<file path="config.mk">
export PLATFORM = sky130hd
export DESIGN_NAME = ifetch
export DESIGN_NICKNAME = d
export VERILOG_FILES = /design/src/rtl/pipTypes.sv /design/src/rtl/fetch_fifo.sv /design/src/rtl/ifetch.sv
export SDC_FILE = /design/constraint.sdc
export NUM_CORES = 1
export LEC_CHECK = 0
export ABC_AREA = 1
export CAP_MARGIN = 20
export CORE_UTILIZATION = 35
export DETAILED_ROUTE_END_ITERATION = 8
export PLACE_DENSITY = 0.67
export SETUP_SLACK_MARGIN = 0.02
export SLEW_MARGIN = 20
export SYNTH_ARGS = -nofsm -noshare
export SYNTH_HDL_FRONTEND = slang
export SYNTH_SLANG_ARGS = --single-unit
</file>
<file path="constraint.sdc">
create_clock -name clock -period 5.6 [get_ports clock]
set_input_delay 0.84 -clock clock [delete_from_list [all_inputs] [get_ports clock]]
set_output_delay 0.84 -clock clock [all_outputs]
set_load 0.005 [all_outputs]
</file>
<file path="src/rtl/pipTypes.sv">
// ---------------------------------------------------------------------------
// pipTypes - shared pipeline types.
//   fetch_state_t : fetch-stage sequencer states (boot, run, kill)
//   fetch_entry_t : one fetch-buffer entry {pc, word}
//   INST_NOP      : word presented to decode when nothing is valid; it writes
//                   register 0, so decode never sees a hazard from it
//   next_word_addr: sequential word address, 32-bit wrap
// ---------------------------------------------------------------------------
package pipTypes;

   typedef enum logic [1:0] {
      FETCH_BOOT = 2'd0,
      FETCH_RUN  = 2'd1,
      FETCH_KILL = 2'd2
   } fetch_state_t;

   localparam logic [31:0] INST_NOP = 32'h0000_0000;

   typedef struct packed {
      logic [31:0] pc;
      logic [31:0] word;
   } fetch_entry_t;

   function automatic logic [31:0] next_word_addr(input logic [31:0] addr);
      return addr + 32'd4;
   endfunction

endpackage

</file>
<file path="src/rtl/fetch_fifo.sv">
// ---------------------------------------------------------------------------
// fetch_fifo - small synchronous FIFO of {pc, word} fetch entries.
//   clock, reset_n : clock, asynchronous active-low reset
//   push, wdata    : write an entry (accepted when not full, or full with pop)
//   pop            : retire the head entry (ignored when empty)
//   flush          : empty the FIFO; overrides push and pop
//   count          : number of valid entries
//   empty, full    : occupancy flags
//   head           : oldest entry, read combinationally from the entry regs
// DEPTH must be a power of two so the pointers wrap naturally.
// ---------------------------------------------------------------------------
module fetch_fifo
   import pipTypes::*;
#(
   parameter int DEPTH = 2
) (
   input  logic                         clock,
   input  logic                         reset_n,
   input  logic                         push,
   input  fetch_entry_t                 wdata,
   input  logic                         pop,
   input  logic                         flush,
   output logic [$clog2(DEPTH+1)-1:0]   count,
   output logic                         empty,
   output logic                         full,
   output fetch_entry_t                 head
);

   localparam int AW = $clog2(DEPTH);
   localparam int CW = $clog2(DEPTH + 1);

   logic [AW-1:0] wr_ptr_reg;
   logic [AW-1:0] rd_ptr_reg;
   logic [CW-1:0] count_reg;
   fetch_entry_t  entry_reg [DEPTH];

   logic do_push;
   logic do_pop;

   assign empty   = (count_reg == '0);
   assign full    = (count_reg == CW'(DEPTH));
   assign do_pop  = pop && !empty && !flush;
   // A full FIFO can still take a push when the head leaves in the same cycle.
   assign do_push = push && !flush && (!full || do_pop);

   always_ff @(posedge clock or negedge reset_n) begin
      if (!reset_n) begin
         wr_ptr_reg <= '0;
         rd_ptr_reg <= '0;
         count_reg  <= '0;
      end else if (flush) begin
         wr_ptr_reg <= '0;
         rd_ptr_reg <= '0;
         count_reg  <= '0;
      end else begin
         if (do_push) wr_ptr_reg <= wr_ptr_reg + AW'(1);
         if (do_pop)  rd_ptr_reg <= rd_ptr_reg + AW'(1);
         case ({do_push, do_pop})
            2'b10:   count_reg <= count_reg + CW'(1);
            2'b01:   count_reg <= count_reg - CW'(1);
            default: count_reg <= count_reg;
         endcase
      end
   end

   // Entry storage needs no reset: nothing reads it while count is zero.
   always_ff @(posedge clock) begin
      if (do_push) entry_reg[wr_ptr_reg] <= wdata;
   end

   assign head  = entry_reg[rd_ptr_reg];
   assign count = count_reg;

endmodule

</file>
<file path="src/rtl/ifetch.sv">
// ---------------------------------------------------------------------------
// ifetch - instruction fetch stage.
//   clock, reset_n        : clock, asynchronous active-low reset
//   stall                 : decode cannot take the head entry this cycle
//   redirect, redirect_pc : taken branch/jump from EX and its target
//   imem_req, imem_addr   : word read request to instruction memory
//   imem_ack, imem_rdata  : read completion, data valid in the ack cycle
//   inst_valid            : head entry is a real instruction
//   pc, inst_word         : head entry (0 / NOP when empty)
//   pc_plus_4             : pc + 4, wrapping
// Holds the fetch PC (fpc), keeps at most one memory access outstanding and
// buffers returned words in fetch_fifo. A redirect while an access is still
// pending moves to KILL, which keeps the old request stable until its ack
// and then throws the data away.
// ---------------------------------------------------------------------------
module ifetch
   import pipTypes::*;
#(
   parameter logic [31:0] RESET_PC   = 32'h0000_0000,
   parameter int          FIFO_DEPTH = 2
) (
   input  logic        clock,
   input  logic        reset_n,
   input  logic        stall,
   input  logic        redirect,
   input  logic [31:0] redirect_pc,
   output logic        imem_req,
   output logic [31:0] imem_addr,
   input  logic        imem_ack,
   input  logic [31:0] imem_rdata,
   output logic        inst_valid,
   output logic [31:0] pc,
   output logic [31:0] inst_word,
   output logic [31:0] pc_plus_4
);

   localparam int CW = $clog2(FIFO_DEPTH + 1);

   fetch_state_t  state_reg;
   logic [31:0]   fpc_reg;
   logic [31:0]   kill_addr_reg;

   logic          fifo_push;
   logic          fifo_pop;
   logic [CW-1:0] fifo_count;
   logic          fifo_empty;
   logic          fifo_full;
   fetch_entry_t  fifo_wdata;
   fetch_entry_t  fifo_head;

   // Request side depends only on registered state so it stays stable for
   // the whole access, independent of stall and redirect.
   always_comb begin
      imem_req  = 1'b0;
      imem_addr = fpc_reg;
      case (state_reg)
         FETCH_RUN:  imem_req = (fifo_count < CW'(FIFO_DEPTH));
         FETCH_KILL: begin
            imem_req  = 1'b1;
            imem_addr = kill_addr_reg;
         end
         default:    imem_req = 1'b0;
      endcase
   end

   assign fifo_wdata = '{pc: fpc_reg, word: imem_rdata};
   assign fifo_push  = (state_reg == FETCH_RUN) && imem_req && imem_ack && !redirect
                       && (!fifo_full || fifo_pop);
   // Redirect flushes, so a pop in the redirect cycle is meaningless.
   assign fifo_pop   = !fifo_empty && !stall && !redirect;

   always_ff @(posedge clock or negedge reset_n) begin
      if (!reset_n) begin
         state_reg     <= FETCH_BOOT;
         fpc_reg       <= RESET_PC;
         kill_addr_reg <= 32'h0000_0000;
      end else begin
         case (state_reg)
            FETCH_BOOT: begin
               state_reg <= FETCH_RUN;
               if (redirect) fpc_reg <= redirect_pc;
            end
            FETCH_RUN: begin
               if (redirect) begin
                  fpc_reg <= redirect_pc;
                  // Access still pending: remember its address and discard it later.
                  if (imem_req && !imem_ack) begin
                     kill_addr_reg <= imem_addr;
                     state_reg     <= FETCH_KILL;
                  end
               end else if (fifo_push) begin
                  fpc_reg <= next_word_addr(fpc_reg);
               end
            end
            FETCH_KILL: begin
               if (redirect) fpc_reg   <= redirect_pc;
               if (imem_ack) state_reg <= FETCH_RUN;
            end
            default: state_reg <= FETCH_BOOT;
         endcase
      end
   end

   fetch_fifo #(
      .DEPTH (FIFO_DEPTH)
   ) u_fifo (
      .clock   (clock),
      .reset_n (reset_n),
      .push    (fifo_push),
      .wdata   (fifo_wdata),
      .pop     (fifo_pop),
      .flush   (redirect),
      .count   (fifo_count),
      .empty   (fifo_empty),
      .full    (fifo_full),
      .head    (fifo_head)
   );

   assign inst_valid = !fifo_empty;
   assign pc         = fifo_empty ? 32'h0000_0000 : fifo_head.pc;
   assign inst_word  = fifo_empty ? INST_NOP      : fifo_head.word;
   assign pc_plus_4  = next_word_addr(pc);

endmodule

</file>
Yosys cells after proc, flatten, opt, wreduce, memory -nomap -nowiden
Memory sizes are Yosys's and may differ from the RTL's.
Index checks and enable logic that the tools add are counted.
{"block": "totals", "ff_bits": 70, "mem_bits_rw": 128, "in_bits": 69, "output_inout_bits": 130, "elab_cells": 72, "memories": 1}
{"block": "op_classes", "n_addsub": 6, "n_lt_le_gt_ge": 1, "n_eq_ne": 10, "mux": 20, "n_reduce_logical": 28}
{"name": "u_fifo.entry_reg", "depth": 2, "word_bits": 64, "rd": 1, "rd_clocked_by_memory_dff": 0, "wr": 1, "line_no": "fetch_fifo.sv:35", "text": "fetch_entry_t entry_reg [DEPTH];"}
{"op": "$mux 32", "count": 6}
{"op": "$add 32x3->32 const B", "count": 2}
{"op": "$pmux 32 s2", "count": 1}
{"op": "$logic_and 1x1->1", "count": 11}
{"op": "$reduce_and 3->1", "count": 3}
{"op": "$mux 2", "count": 4}
{"op": "$eq 2x2->1 const B", "count": 3}
{"op": "$mux 1", "count": 6}
{"op": "$pmux 2 s3", "count": 1}
{"op": "$reduce_bool 2->1", "count": 3}
{"op": "$logic_not 1->1", "count": 5}
{"op": "$eq 2x1->1 const B", "count": 2}
{"op": "$logic_not 2->1", "count": 2}
{"op": "$ne 2x1->1 const B", "count": 2}
{"op": "$ne 2x2->1 const B", "count": 2}
{"op": "$pmux 2 s2", "count": 1}
{"op": "$ne 3x2->1 const B", "count": 1}
{"op": "$reduce_bool 3->1", "count": 1}
{"op": "$add 1x1->1 const B", "count": 2}
{"op": "$add 2x1->2 const B", "count": 1}
{"op": "$logic_or 1x1->1", "count": 2}
{"op": "$lt 2x2->1 const B", "count": 1}
{"op": "$pmux 1 s2", "count": 1}
{"op": "$reduce_or 2->1", "count": 1}
{"op": "$sub 2x1->2 const B", "count": 1}

Depth between registers and ports, before layout
Gate-level depths: netlist of run 1.
{"block": "logic_depth", "ltp_word": 11, "mapped_depth": 15, "depth_no_buf": 13}

Cells and area by module
Synthesis of run 1 repeated with hierarchy kept, for this count alone.
{"block": "unflattened", "cells_unflattened": 1370, "hier_area_um2": 10714.0}
{"mod": "ifetch", "n_inst": 1, "cells_each": 994, "area_each_um2": 5820.6, "seq_area_each_um2": 1651.6}
{"mod": "fetch_fifo", "n_inst": 1, "cells_each": 376, "area_each_um2": 4893.4, "seq_area_each_um2": 3943.8}

Worst setup path before layout of run 1
OpenSTA, ideal clock, no wires.
{"block": "synth_timing", "path_type": "input to register", "from": "input port redirect", "to": "memory u_fifo.entry_reg[0][0] in the netlist's numbering (enable)", "setup_ns": 0.487, "arrival_ns": 4.180, "required_ns": 5.113, "slack_ns": 0.934, "path_stages": 6, "path_buffers": 1, "path_cell_list": "buf_2 > nor2_4 > inv_2 > nor2_2 > nand3_4 > nor2_1"}
{"block": "synth_via", "elab_chain_cells": 8, "elab_cells_between_ends": 12, "classes_between": "2 x mux; 10 x reduce/logical"}
{"element": "start, declared", "line_no": "ifetch.sv:25", "text": "input logic redirect,"}
{"element": "$logic_not 1->1 *"}
{"element": "$logic_and 1x1->1", "line_no": "ifetch.sv:70", "text": "assign fifo_pop = !fifo_empty && !stall && !redirect;"}
{"element": "$logic_or 1x1->1 / $logic_and 1x1->1 (equally long branches)", "line_no": "ifetch.sv:68, fetch_fifo.sv:42"}
{"element": "$logic_and 1x1->1, on equally long branches", "line_no": "ifetch.sv:68, fetch_fifo.sv:42"}
{"element": "$logic_and 1x1->1 / $logic_or 1x1->1 (equally long branches)", "line_no": "fetch_fifo.sv:44", "text": "assign do_push = push && !flush && (!full || do_pop);"}
{"element": "$logic_and 1x1->1 *", "line_no": "fetch_fifo.sv:44"}
{"element": "$mux 1 *", "line_no": "fetch_fifo.sv:68", "text": "if (do_push) entry_reg[wr_ptr_reg] <= wdata;"}
{"element": "$mux 1 (not written as such) *", "line_no": "fetch_fifo.sv:68"}
{"element": "end, declared", "line_no": "fetch_fifo.sv:35"}
Mark *: on every way between the ends. The rest lies on a longest branch, timed or not.

Worst setup path in the final report of run 1
{"block": "layout_timing", "from": "register u_fifo.count_reg[0], in the netlist u_fifo.count[0]", "to": "output port pc_plus_4[14]"}
{"block": "layout_via", "elab_chain_cells": 3}
{"element": "start, declared", "line_no": "fetch_fifo.sv:34", "text": "logic [CW-1:0] count_reg;"}
{"element": "start signal, assigned", "line_no": "fetch_fifo.sv:59", "text": "2'b10: count_reg <= count_reg + CW'(1);"}
{"element": "start signal, assigned", "line_no": "fetch_fifo.sv:60", "text": "2'b01: count_reg <= count_reg - CW'(1);"}
{"element": "start signal, assigned", "line_no": "fetch_fifo.sv:61", "text": "default: count_reg <= count_reg;"}
{"element": "$logic_not 2->1", "line_no": "fetch_fifo.sv:40", "text": "assign empty = (count_reg == '0);"}
{"element": "$mux 32", "line_no": "ifetch.sv:120", "text": "assign pc = fifo_empty ? 32'h0000_0000 : fifo_head.pc;"}
{"element": "$add 32x3->32", "line_no": "pipTypes.sv:25", "text": "return addr + 32'd4;"}
{"element": "end, declared", "line_no": "ifetch.sv:34", "text": "output logic [31:0] pc_plus_4"}
No other way between the ends.

==> results of run 1 <==
-- synth_stat cells --
library cell	instances
nand2_1	493
edfxtp_1	128
nor2_1	128
inv_1	120
nand3_1	81
dfrtp_1	70
o21ai_0	59
a21oi_1	36
o21ai_2	28
xor2_1	16
clkbuf_1	14
buf_2	13
buf_4	10
nor2_2	10
buf_6	8
o21ai_1	8
ha_1	7
nand2_2	5
nand3_2	5
nand4_1	5
nor2_4	5
inv_2	4
buf_1	3
a21boi_4	2
nand2_4	2
or2_2	2
a31oi_1	1
and2_1	1
buf_8	1
clkinv_2	1
inv_4	1
nand3_4	1
nand3b_1	1
nor3_1	1
nor3_4	1
o211ai_1	1
xnor2_1	1
-- power by group through the flow --
| stage | Combinational (mW) | Sequential, mW | Clock, mW |
|---|---|---|---|
| 2_1_floorplan | 1.27 | 2.11 | 0 |
| 6_report | 2.14 | 2.22 | 1.29 |
| 3_5_place_dp | 2.13 | 2.24 | 0 |
| 4_1_cts | 2.15 | 2.21 | 1.32 |
| 3_3_place_gp | 2.11 | 2.22 | 0 |
| 5_1_grt | 2.38 | 2.26 | 1.38 |
-- worst max-delay path: stages, from the launching register on --
cell	delay [ns]
dfrtp_1	0.48
nor2_4	0.06
buf_4	0.25
inv_4	0.47
nand2_1	0.10
inv_1	0.09
ha_1	0.20
inv_1	0.10
nor2_2	0.21
inv_2	0.11
nor2_2	0.21
xor2_1	0.16
clkdlybuf4s50_1	0.51
-- cells by family after synthesis --
group,count (synthesis),share of synthesized area (%)
XOR/XNOR,17,1.42
AND/OR/NAND/NOR,741,29.1
buffers and inverters,175,7.49
flip-flops,198,53.4
AO/OA/AOI/OAI,135,7.74
adder cells (fa/ha/maj),7,0.835
-- cell type report --
cell class	count	area share [%]
Clock buffer	17	3.18
Clock inverter	15	1.66
Inverter	126	3.57
Multi-Input combinational cell	900	30.8
Sequential cell	198	41.9
Tap cell	390	3.65
Timing Repair Buffer	206	15.2
-- stage by stage --
stage | area, sq um | hold slack [ns] | power (mW) | cells
5_1_grt | 13400 | 0.551 | 6.03 | 1852
2_1_floorplan | 10500 | 0.464 | 3.38 | 1273
4_1_cts | 13400 | 0.520 | 5.69 | 1852
3_3_place_gp | 12700 | 0.493 | 4.33 | 1820
3_5_place_dp | 12700 | 0.499 | 4.37 | 1820
6_report | 13400 | 0.518 | 5.65 | 1852
-- metal layers --
metal	GRT usage (%)	up-vias	share of wire, %
met1	26.4	4013	48
met5	0	-	0
met2	27.5	280	45
met4	5.25	0	1.8
met3	2.96	32	5.6
li1	-	4413	-
-- worst paths after layout --
kind                                         startpoint                                 to  slack, ns
max                         u_fifo.count[0]$_DFFE_PN0P_                      pc_plus_4[14]       1.35
min reg2reg                kill_addr_reg[1]$_DFFE_PN0P_       kill_addr_reg[1]$_DFFE_PN0P_       0.52
min                        kill_addr_reg[1]$_DFFE_PN0P_       kill_addr_reg[1]$_DFFE_PN0P_       0.52
min in group asynchronous                       reset_n      kill_addr_reg[24]$_DFFE_PN0P_       0.60
max reg2reg                    state_reg[0]$_DFFE_PN0P_  u_fifo.entry_reg[0][49]$_DFFE_PP_       2.39
max in group asynchronous                       reset_n      u_fifo.rd_ptr_reg$_DFFE_PN0P_       4.29
==> summary.md, run 1 <==
| Metric | Value |
|---|---|
| Status | completed |
| Via-per-instance ratio | 4.72 |
| Top post-synthesis cells by area | edfxtp_1, nand2_1, dfrtp_1 |
| Place WS | around 1.8 ns |
| Reg power frac | 39.3% |
| Die area | ~30,000 sq um |
| Clock power share | around 23% |
| Register Area | 5600 sq um |
| Max clock buf depth | 2 |
| CTS HTree Levels | 4 |
| Max_slew headroom | roughly 37% |
| First-pass GRT wire length | ~44 mm |
| Area delta synth->final | 27.5% |
| Starting Density | between 30 and 40% |
| Mapped Nets | roughly 1,300 |
| P_leak | approximately 5.5 nW |
| Critical Path RT | around 4.8 ns |
| Mean Syn Cell Area | 8.24 sq um |
| Largest net degree at the start of global routing | around 70 |
| Max IR drop VDD | 0.251 mV |
| Synth Instances | about 1,300 |
| Final setup TNS | 0 ns |
| Root Buffer | clkbuf_16 |
| Routed vias | ~9,000 |
| Number of global-route vias before repair | around 8,000 |
| Fillers | between 2,000 and 3,000 |
| Initial antenna violation count | 0 |
| Fin. Hold Viols | 0 |
| Core footprint | 29,600 sq um |
| Post-cts sizing count | 0 |
| Max-cap violations | 0 |
| TritonCTS clock tree | done |
| Initial DRT Pass Iterations | 4 |
| R2R depth | 8 |
| PwrDens | about 420 nW/um^2 |
| FMAX | roughly 240 MHz |
| Gr ovfl total | 0 |
| Switching part of the total | between 30% and 40% |
| Max-slew violation count | 0 |
| Final setup viols | 0 |
| I/O pin cnt | 199 |
| Die span in y | ~180 um |
| Worst hold path class | reg2reg |
| Synth area leader | edfxtp_1 |
| Unrepaired setup endpoints after global routing | no |
| Fin crit share | 75.8% |
| Post-DRT Antenna Nets | 0 |
| ANT cells | 0 |
| Fin crit period | 4.25 ns |
| Netlist Area Pre-Place | between 10,000 and 15,000 sq um |
| Clk_skew | ~0.012 ns |
| Critical setup path kind | reg2out |
| TritonCTS buffer count | 17 |
| DR iter-0 viols | 715 |
| CP Launch Type | flop |
| Share of cells above drive strength 1 | ~7.6% |
| DIE WIDTH | 175 um |
| Clock net sink count | around 200 |
| Row cnt | 63 |
| Worst-path clk slew | 0.08 ns |
| Fin util | about 45% |
| #FFs+latches synth | ~200 |
| Net count, final | between 1,500 and 2,000 |
| DR WL/cell | around 15 um |
| P_int | around 3.5 mW |
| Port Buffers | between 150 and 200 |
| Final wirelength | between 20 and 30 mm |
| Comb power frac | a little under two fifths |
| Hpwl dp | a little under 20 mm |
| Multi-input logic area | 4120 sq um |
| Synth unique cells | 37 |
| Worst EP arrival | 3.41 ns |
| Commonest non-fill, non-tap cell in the layout | nand2_1 |
| Post-route worst setup slack | 1.35 ns |
| Slew @ Worst Pin | 0.938 ns |
| Placer Congestion | around 0.89 |
| Yosys top cell area share | ~37% |
| Max reg flops | between 100 and 150 |
| Most frequent cells in the layout | nand2_1, clkdlybuf4s50_1, edfxtp_1, nor2_1, inv_1 |
| Hold depth | 2 |
| Hold-fix buffers, CTS | 0 |
| Postcts setup bufs | 0 |
| Psw | ~2.2 mW |
| CP endpoint kind | output port |
| Drc violations | 0 |
| Worst-Skew Late Latency | 0.43 ns |
| CP Max Fanout | between 50 and 60 |
| Sequential share of the synthesized area | ~53% |
| GRT Total Usage | 18.1% |
| Yosys warns | 0 |
(Power assumes the default switching activity.)
==> run 2: changes to the inputs <==
==> constraint.sdc (replaced) <==
create_clock -name clock -period 3.97 [get_ports clock]
set_input_delay 0.5955 -clock clock [delete_from_list [all_inputs] [get_ports clock]]
set_output_delay 0.5955 -clock clock [all_outputs]
set_load 0.005 [all_outputs]
==> run 2 against run 1 <==
Core utilization is essentially flat. Worst hold slack lost 0.14 ns. Global-route usage is essentially flat. Clock power grew 32%. Power grew 39%. Cell area is essentially flat. Non-clock buffer count grew 7. Sequential share of layout area is essentially flat. Clock skew grew 0.0054 ns. Register-to-register slack lost 1.3 ns. Largest power group unchanged. Highest routed layer unchanged.
==> summary.md, run 2 (synthesized netlist as in run 1, its figures left out) <==
| Metric | Value |
|---|---|
| Max-cap violations | 0 (unchanged) |
| Critical setup path kind | reg2out |
| Worst-path clk slew | 0.09 ns (about the same) |
| Gr ovfl total | 0 (unchanged) |
| Most frequent cells in the layout | nand2_1, clkdlybuf4s50_1, edfxtp_1, nor2_1, inv_1 |
| Max IR drop VDD | 0.349 mV (+39%) |
| CTS HTree Levels | 4 (unchanged) |
| CP Launch Type | flop |
| FMAX | 275 MHz |
| Psw | 2.97 mW (+37%) |
| Worst R2R Start | state_reg[0]$_DFFE_PN0P_ |
| Comb power frac | 38.7% (+0.8 points) |
| Worst-path cell chain | clkinv_2, nor2_1, nor2_1, nand2_1, inv_1, ha_1, inv_1, nor2_2, inv_2, nor2_2, xor2_1, clkdlybuf4s50_1 |
| CP Max Fanout | 29 (-49%) |
| Max_slew headroom | 37.3% (-0.16 points) |
| Setup crit start | u_fifo.rd_ptr_reg$_DFFE_PN0P_ |
| I/O pin cnt | 199 (unchanged) |
| Initial DRT Pass Iterations | 5 (+1) |
| Worst EP arrival | 3.05 ns (-0.36 ns) |
| Row cnt | 63 (unchanged) |
| DIE WIDTH | 175 um (unchanged) |
| P_leak | 5.54 nW (+0.24%) |
| Final setup TNS | 0 ns (unchanged) |
| Fin. Hold Viols | 0 (unchanged) |
| Number of global-route vias before repair | 8,128 (+1.2%) |
| P_int | 4.87 mW (+40%) |
| Worst Setup EP | pc_plus_4[14] |
| Reg power frac | 39.6% (+0.3 points) |
| Unrepaired setup endpoints after global routing | no |
| Largest net degree at the start of global routing | 71 (unchanged) |
| Via-per-instance ratio | 4.73 (+0.23%) |
| Max clock buf depth | 2 (unchanged) |
| Fillers | 2,823 (-0.53%) |
| Switching part of the total | 37.9% (-0.52 points) |
| Die span in y | 175 um (unchanged) |
| Max-slew violation count | 0 (unchanged) |
| Slowest stage cell, crit path | clkdlybuf4s50_1 |
| Share of cells above drive strength 1 | 7.96% (+0.37 points) |
| DR WL/cell | 14.9 um (-0.37%) |
| Placer Congestion | 0.844 (-5.4%) |
| Routed vias | 8,791 (+0.61%) |
| DR iter-0 viols | 641 (-10%) |
| Cells after DPL | 1,827 (+0.38%) |
| Fin crit period | 3.64 ns |
| Clock net sink count | 198 (unchanged) |
| Worst hold path class | in2async |
| Commonest non-fill, non-tap cell in the layout | nand2_1 |
| Initial antenna violation count | 0 (unchanged) |
| PwrDens | 587 nW/um^2 (+39%) |
| Post-DRT Antenna Nets | 0 (unchanged) |
| First-pass GRT wire length | 43.5 mm (-0.21%) |
| Critical path's largest stage delay | 0.51 ns (about the same) |
| Drc violations | 0 (unchanged) |
| R2R depth | 11 (+3) |
| ANT cells | 0 (unchanged) |
| Port Buffers | 198 (unchanged) |
| Post-Layout Cell Count | 1,859 (+0.38%) |
| Final setup viols | 0 (unchanged) |
| Reg2Reg Setup Slack | 1.13 ns (-1.26 ns) |
| Starting Density | 35.5% (unchanged) |
| Hold-fix buffers, CTS | 0 (unchanged) |
| Min Hold Slack | 0.374 ns (-0.145 ns) |
| Fin util | 45.2% (about the same) |
| Fin crit share | between 90% and 100% |
| TritonCTS buffer count | 17 (unchanged) |
| Post-cts sizing count | 0 (unchanged) |
| Root Buffer | clkbuf_16 |
| PnR Total Power | 7.85 mW (+39%) |
| Slew @ Worst Pin | 0.941 ns (+0.00241 ns) |
| Net count, final | 1,532 (+0.46%) |
| GRT Total Usage | 18.1% (about the same) |
| Core footprint | 29,600 sq um (unchanged) |
| Clk_skew | 0.0177 ns (+0.00542 ns) |
| Max reg flops | 128 (unchanged) |
| Final wirelength | 27.6 mm (about the same) |
| Postcts setup bufs | 0 (unchanged) |
| Critical Path RT | 3.37 ns (-1.39 ns) |
| Clock power share | 21.6% (-1.3 points) |
| Status | completed |
| Hpwl dp | 20.1 mm (+0.98%) |
| Worst reg2reg endpoint | fpc_reg[21]$_DFFE_PN0P_ |
| CP endpoint kind | output port |
| Area delta synth->final | 27.5% (about the same) |
| TritonCTS clock tree | done |
| Worst-Skew Late Latency | 0.44 ns (about the same) |
| Die area | 30,700 sq um (unchanged) |
run 2: cell types whose count changed in the layout (fill, tap and decap cells not counted), sizes merged:
| cell | before | now |
|---|---|---|
| clkinv | 6 | 7 |
| clkbuf | 17 | 18 |
| inv | 135 | 133 |
| buf | 9 | 16 |
run 2: metal layers:
layer  track usage (%)  wire length (um)  vias up  share of wire, %
met5                 0                 0        -                 0
li1                  -                 -     4432                 -
met2              28.3             12500      269                45
met3              3.11              1640       17               5.9
met1              26.0             13200     4073                48
met4              4.57               303        0               1.1
run 2: per-stage QoR:
stage	setup WS (ns)	cell area (sq um)
2_1_floorplan	-0.452	10500
3_3_place_gp	0.855	12800
3_5_place_dp	0.739	12800
4_1_cts	0.267	13400
5_1_grt	0.0864	13400
6_report	0.327	13400
run 2: worst min-delay path by stage:
stage | end | slack, ns | depth (start not counted)
6_report | kill_addr_reg[24]$_DFFE_PN0P_ | 0.37 | 2
5_1_grt | kill_addr_reg[24]$_DFFE_PN0P_ | 0.45 | 2
3_3_place_gp | u_fifo.entry_reg[0][32]$_DFFE_PP_ | 0.49 | 0
2_1_floorplan | fpc_reg[0]$_DFFE_PN0P_ | 0.30 | 0
3_5_place_dp | u_fifo.entry_reg[0][33]$_DFFE_PP_ | 0.50 | 0
4_1_cts | kill_addr_reg[24]$_DFFE_PN0P_ | 0.41 | 2
run 2: area by class of cell:
class / instances / area, sq um / share of cell area (%)
inverters: 126 / 477 / 3.57
repair buffers: 213 / 2100 / 15.7
clock buffers: 18 / 429 / 3.21
multi-input cells: 900 / 4120 / 30.8
well taps: 390 / 488 / 3.65
clock inverters: 14 / 155 / 1.16
flip-flops and latches: 198 / 5600 / 41.9
run 2: power groups by stage:
stage | clock, mW | sequential [mW] | combinational [mW]
finish | 1.70 | 3.11 | 3.04
global route | 1.82 | 3.17 | 3.40
CTS | 1.74 | 3.10 | 3.06
detailed placement | 0 | 3.14 | 3.02
global placement | 0 | 3.12 | 2.99
floorplan | 0 | 2.98 | 1.79
run 2: critical path, delay by kind of cell (launching register included):
kind	cells	cell delay (ns)
buffers and inverters	5	1.10
adder cells (fa/ha/maj)	1	0.21
XOR/XNOR	1	0.17
AND/OR/NAND/NOR	5	0.71
flip-flops	1	0.42
==> run 3: changes to the inputs <==
--- a/config.mk
+++ b/config.mk
@@ -9,7 +9,9 @@
 export CAP_MARGIN = 20
 export CORE_UTILIZATION = 35
 export DETAILED_ROUTE_END_ITERATION = 8
-export PLACE_DENSITY = 0.67
+export DONT_BUFFER_PORTS = 1
+export PLACE_DENSITY = 0.59
+export REMOVE_ABC_BUFFERS = 1
 export SETUP_SLACK_MARGIN = 0.02
 export SLEW_MARGIN = 20
 export SYNTH_ARGS = -nofsm -noshare
==> run 3 against run 2 <==
Cell count is 11% lower. Clock power is 9% higher. Core utilization decreased by 6.5 points.
==> summary.md, run 3 (synthesized netlist as in run 1, its figures left out) <==
| Metric | Value |
|---|---|
| Clock net sink count | 198 (unchanged) |
| Worst-Skew Late Latency | 0.44 ns (about the same) |
| DR WL/cell | 16.3 um (+9.8%) |
| Place WS | 1.02 ns (+0.280 ns) |
| Setup crit start | u_fifo.rd_ptr_reg$_DFFE_PN0P_ |
| Post-route worst setup slack | 0.595 ns (+0.268 ns) |
| Postcts setup bufs | 0 (unchanged) |
| TritonCTS buffer count | 17 (unchanged) |
| Fin crit period | 3.37 ns (-0.268 ns) |
| Max-cap violations | 0 (unchanged) |
| Final wirelength | 27.1 mm (-2.0%) |
| Critical path depth in cells | 11 (-1) |
| Hold-fix buffers, CTS | 1 (+1) |
| Worst Setup EP | pc_plus_4[14] |
| Worst hold path class | in2async |
| Status | completed |
| Die span in y | 175 um (unchanged) |
| Critical Path RT | 3.37 ns (about the same) |
| Post-cts sizing count | 0 (unchanged) |
| Net count, final | 1,331 (-13%) |
| Hpwl dp | 19.2 mm (-4.6%) |
| Commonest non-fill, non-tap cell in the layout | nand2_1 |
| Clk_skew | 0.0162 ns (-0.00151 ns) |
| Routed vias | 8,019 (-8.8%) |
| CP endpoint kind | output port |
| R2R depth | 8 (-3) |
| Worst EP arrival | 2.78 ns (-0.27 ns) |
| DR iter-0 viols | 509 (-21%) |
| First-pass GRT wire length | 42.8 mm (-1.7%) |
| Starting Density | 35.5% (unchanged) |
| Max_slew headroom | 47.2% (+10 points) |
| Final setup TNS | 0 ns (unchanged) |
| Drc violations | 0 (unchanged) |
| P_leak | 4.82 nW (-13%) |
| GRT Total Usage | 18.0% (-0.15 points) |
| Delay-heaviest family, CP | simple AND/OR/NAND/NOR gates |
| Max IR drop VDD | 0.290 mV (-17%) |
| Placer Congestion | 0.907 (+7.5%) |
| CTS HTree Levels | 4 (unchanged) |
| Row cnt | 63 (unchanged) |
| Fin crit share | 85.0% (-6.8 points) |
| Largest net degree at the start of global routing | 71 (unchanged) |
| Post-DRT Antenna Nets | 0 (unchanged) |
| Worst R2R Start | state_reg[0]$_DFFE_PN0P_ |
| Cells after DPL | 1,625 (-11%) |
| Fin. Hold Viols | 0 (unchanged) |
| PwrDens | 628 nW/um^2 (+7.0%) |
| Critical path buffers and inverters | 4 (-1) |
| Initial antenna violation count | 0 (unchanged) |
| Area after DPL | 10,800 sq um (-16%) |
| Slowest stage cell, crit path | dfrtp_2 |
| Via-per-instance ratio | 4.84 (+2.3%) |
| Gr ovfl total | 0 (unchanged) |
| Max-slew violation count | 0 (unchanged) |
| Port Buffers | 0 (-100%) |
| Max reg flops | 128 (unchanged) |
| Core footprint | 29,600 sq um (unchanged) |
| CP Launch Type | flop |
| Worst reg2reg endpoint | kill_addr_reg[30]$_DFFE_PN0P_ |
| Unrepaired setup endpoints after global routing | no |
| Worst-path cell chain | clkinv_2, nor2_1, nor2_1, nand2_1, inv_1, ha_1, inv_1, nor2_2, inv_2, nor2_2, xor2_1 |
| Post-Layout Cell Count | 1,658 (-11%) |
| TritonCTS clock tree | done |
| Initial DRT Pass Iterations | 5 (unchanged) |
| Critical setup path kind | reg2out |
| Area delta synth->final | 9.30% |
| Max clock buf depth | 2 (unchanged) |
| Final setup viols | 0 (unchanged) |
| Most frequent cells in the layout | nand2_1, edfxtp_1, nor2_1, inv_1, nand3_1 |
| Design area | 11,500 sq um (-14%) |
| I/O pin cnt | 199 (unchanged) |
| Worst-path clk slew | 0.09 ns (about the same) |
| DIE WIDTH | 175 um (unchanged) |
| CP Max Fanout | 21 (-28%) |
| Number of global-route vias before repair | 7,620 (-6.3%) |
| Die area | 30,700 sq um (unchanged) |
| Root Buffer | clkbuf_16 |
| Share of cells above drive strength 1 | 8.99% (+1.0 points) |
| FMAX | 296 MHz (+7.9%) |
| Slew @ Worst Pin | 0.785 ns (-0.155 ns) |
| Critical path's largest stage delay | 0.55 ns (+0.04 ns) |
| ANT cells | 0 (unchanged) |
| Reg2Reg Setup Slack | 1.47 ns (+0.34 ns) |
run 3: metal layers:
metal  GRT usage [%]  up-vias  wire length (um)
li1                -     4014                 -
met1            25.3     3708             12600
met2            27.1      273             12000
met3            4.96       24              2100
met4            4.71        0               353
met5               0        -                 0
run 3: layout make-up:
| cell class | instances | area (sq um) |
|---|---|---|
| Fill cell | 2996 | 18100 |
| Clock buffer | 17 | 425 |
| Timing Repair Buffer | 12 | 135 |
| Clock inverter | 15 | 219 |
| Multi-Input combinational cell | 900 | 4120 |
| Tap cell | 390 | 488 |
| Inverter | 126 | 477 |
| Sequential cell | 198 | 5600 |
run 3: how the worst min path moves through the flow:
stage                  from                            end
global route        reset_n  kill_addr_reg[30]$_DFFE_PN0P_
detailed placement  reset_n  kill_addr_reg[20]$_DFFE_PN0P_
floorplan           reset_n         fpc_reg[0]$_DFFE_PN0P_
CTS                 reset_n  kill_addr_reg[30]$_DFFE_PN0P_
global placement    reset_n  kill_addr_reg[30]$_DFFE_PN0P_
finish              reset_n  kill_addr_reg[30]$_DFFE_PN0P_
run 3: power breakdown:
group | internal [mW] | total, mW | switching, mW | leakage [nW]
clock | 0.896 | 1.86 | 0.968 | 0.312
sequential | 2.67 | 3.14 | 0.468 | 1.97
combinational | 0.664 | 2.20 | 1.53 | 2.55
total | 4.23 | 7.20 | 2.97 | 4.82
run 3: stage by stage:
step | hold slack (ns) | utilization, % | power, mW
2_1_floorplan | 0.300 | - | 4.64
5_1_grt | 0.0466 | 38.8 | 7.73
6_report | 0.0368 | 38.8 | 7.20
3_5_place_dp | 0.304 | 36.5 | 5.37
4_1_cts | 0.0455 | 38.8 | 7.26
3_3_place_gp | 0.305 | 36.5 | 5.31
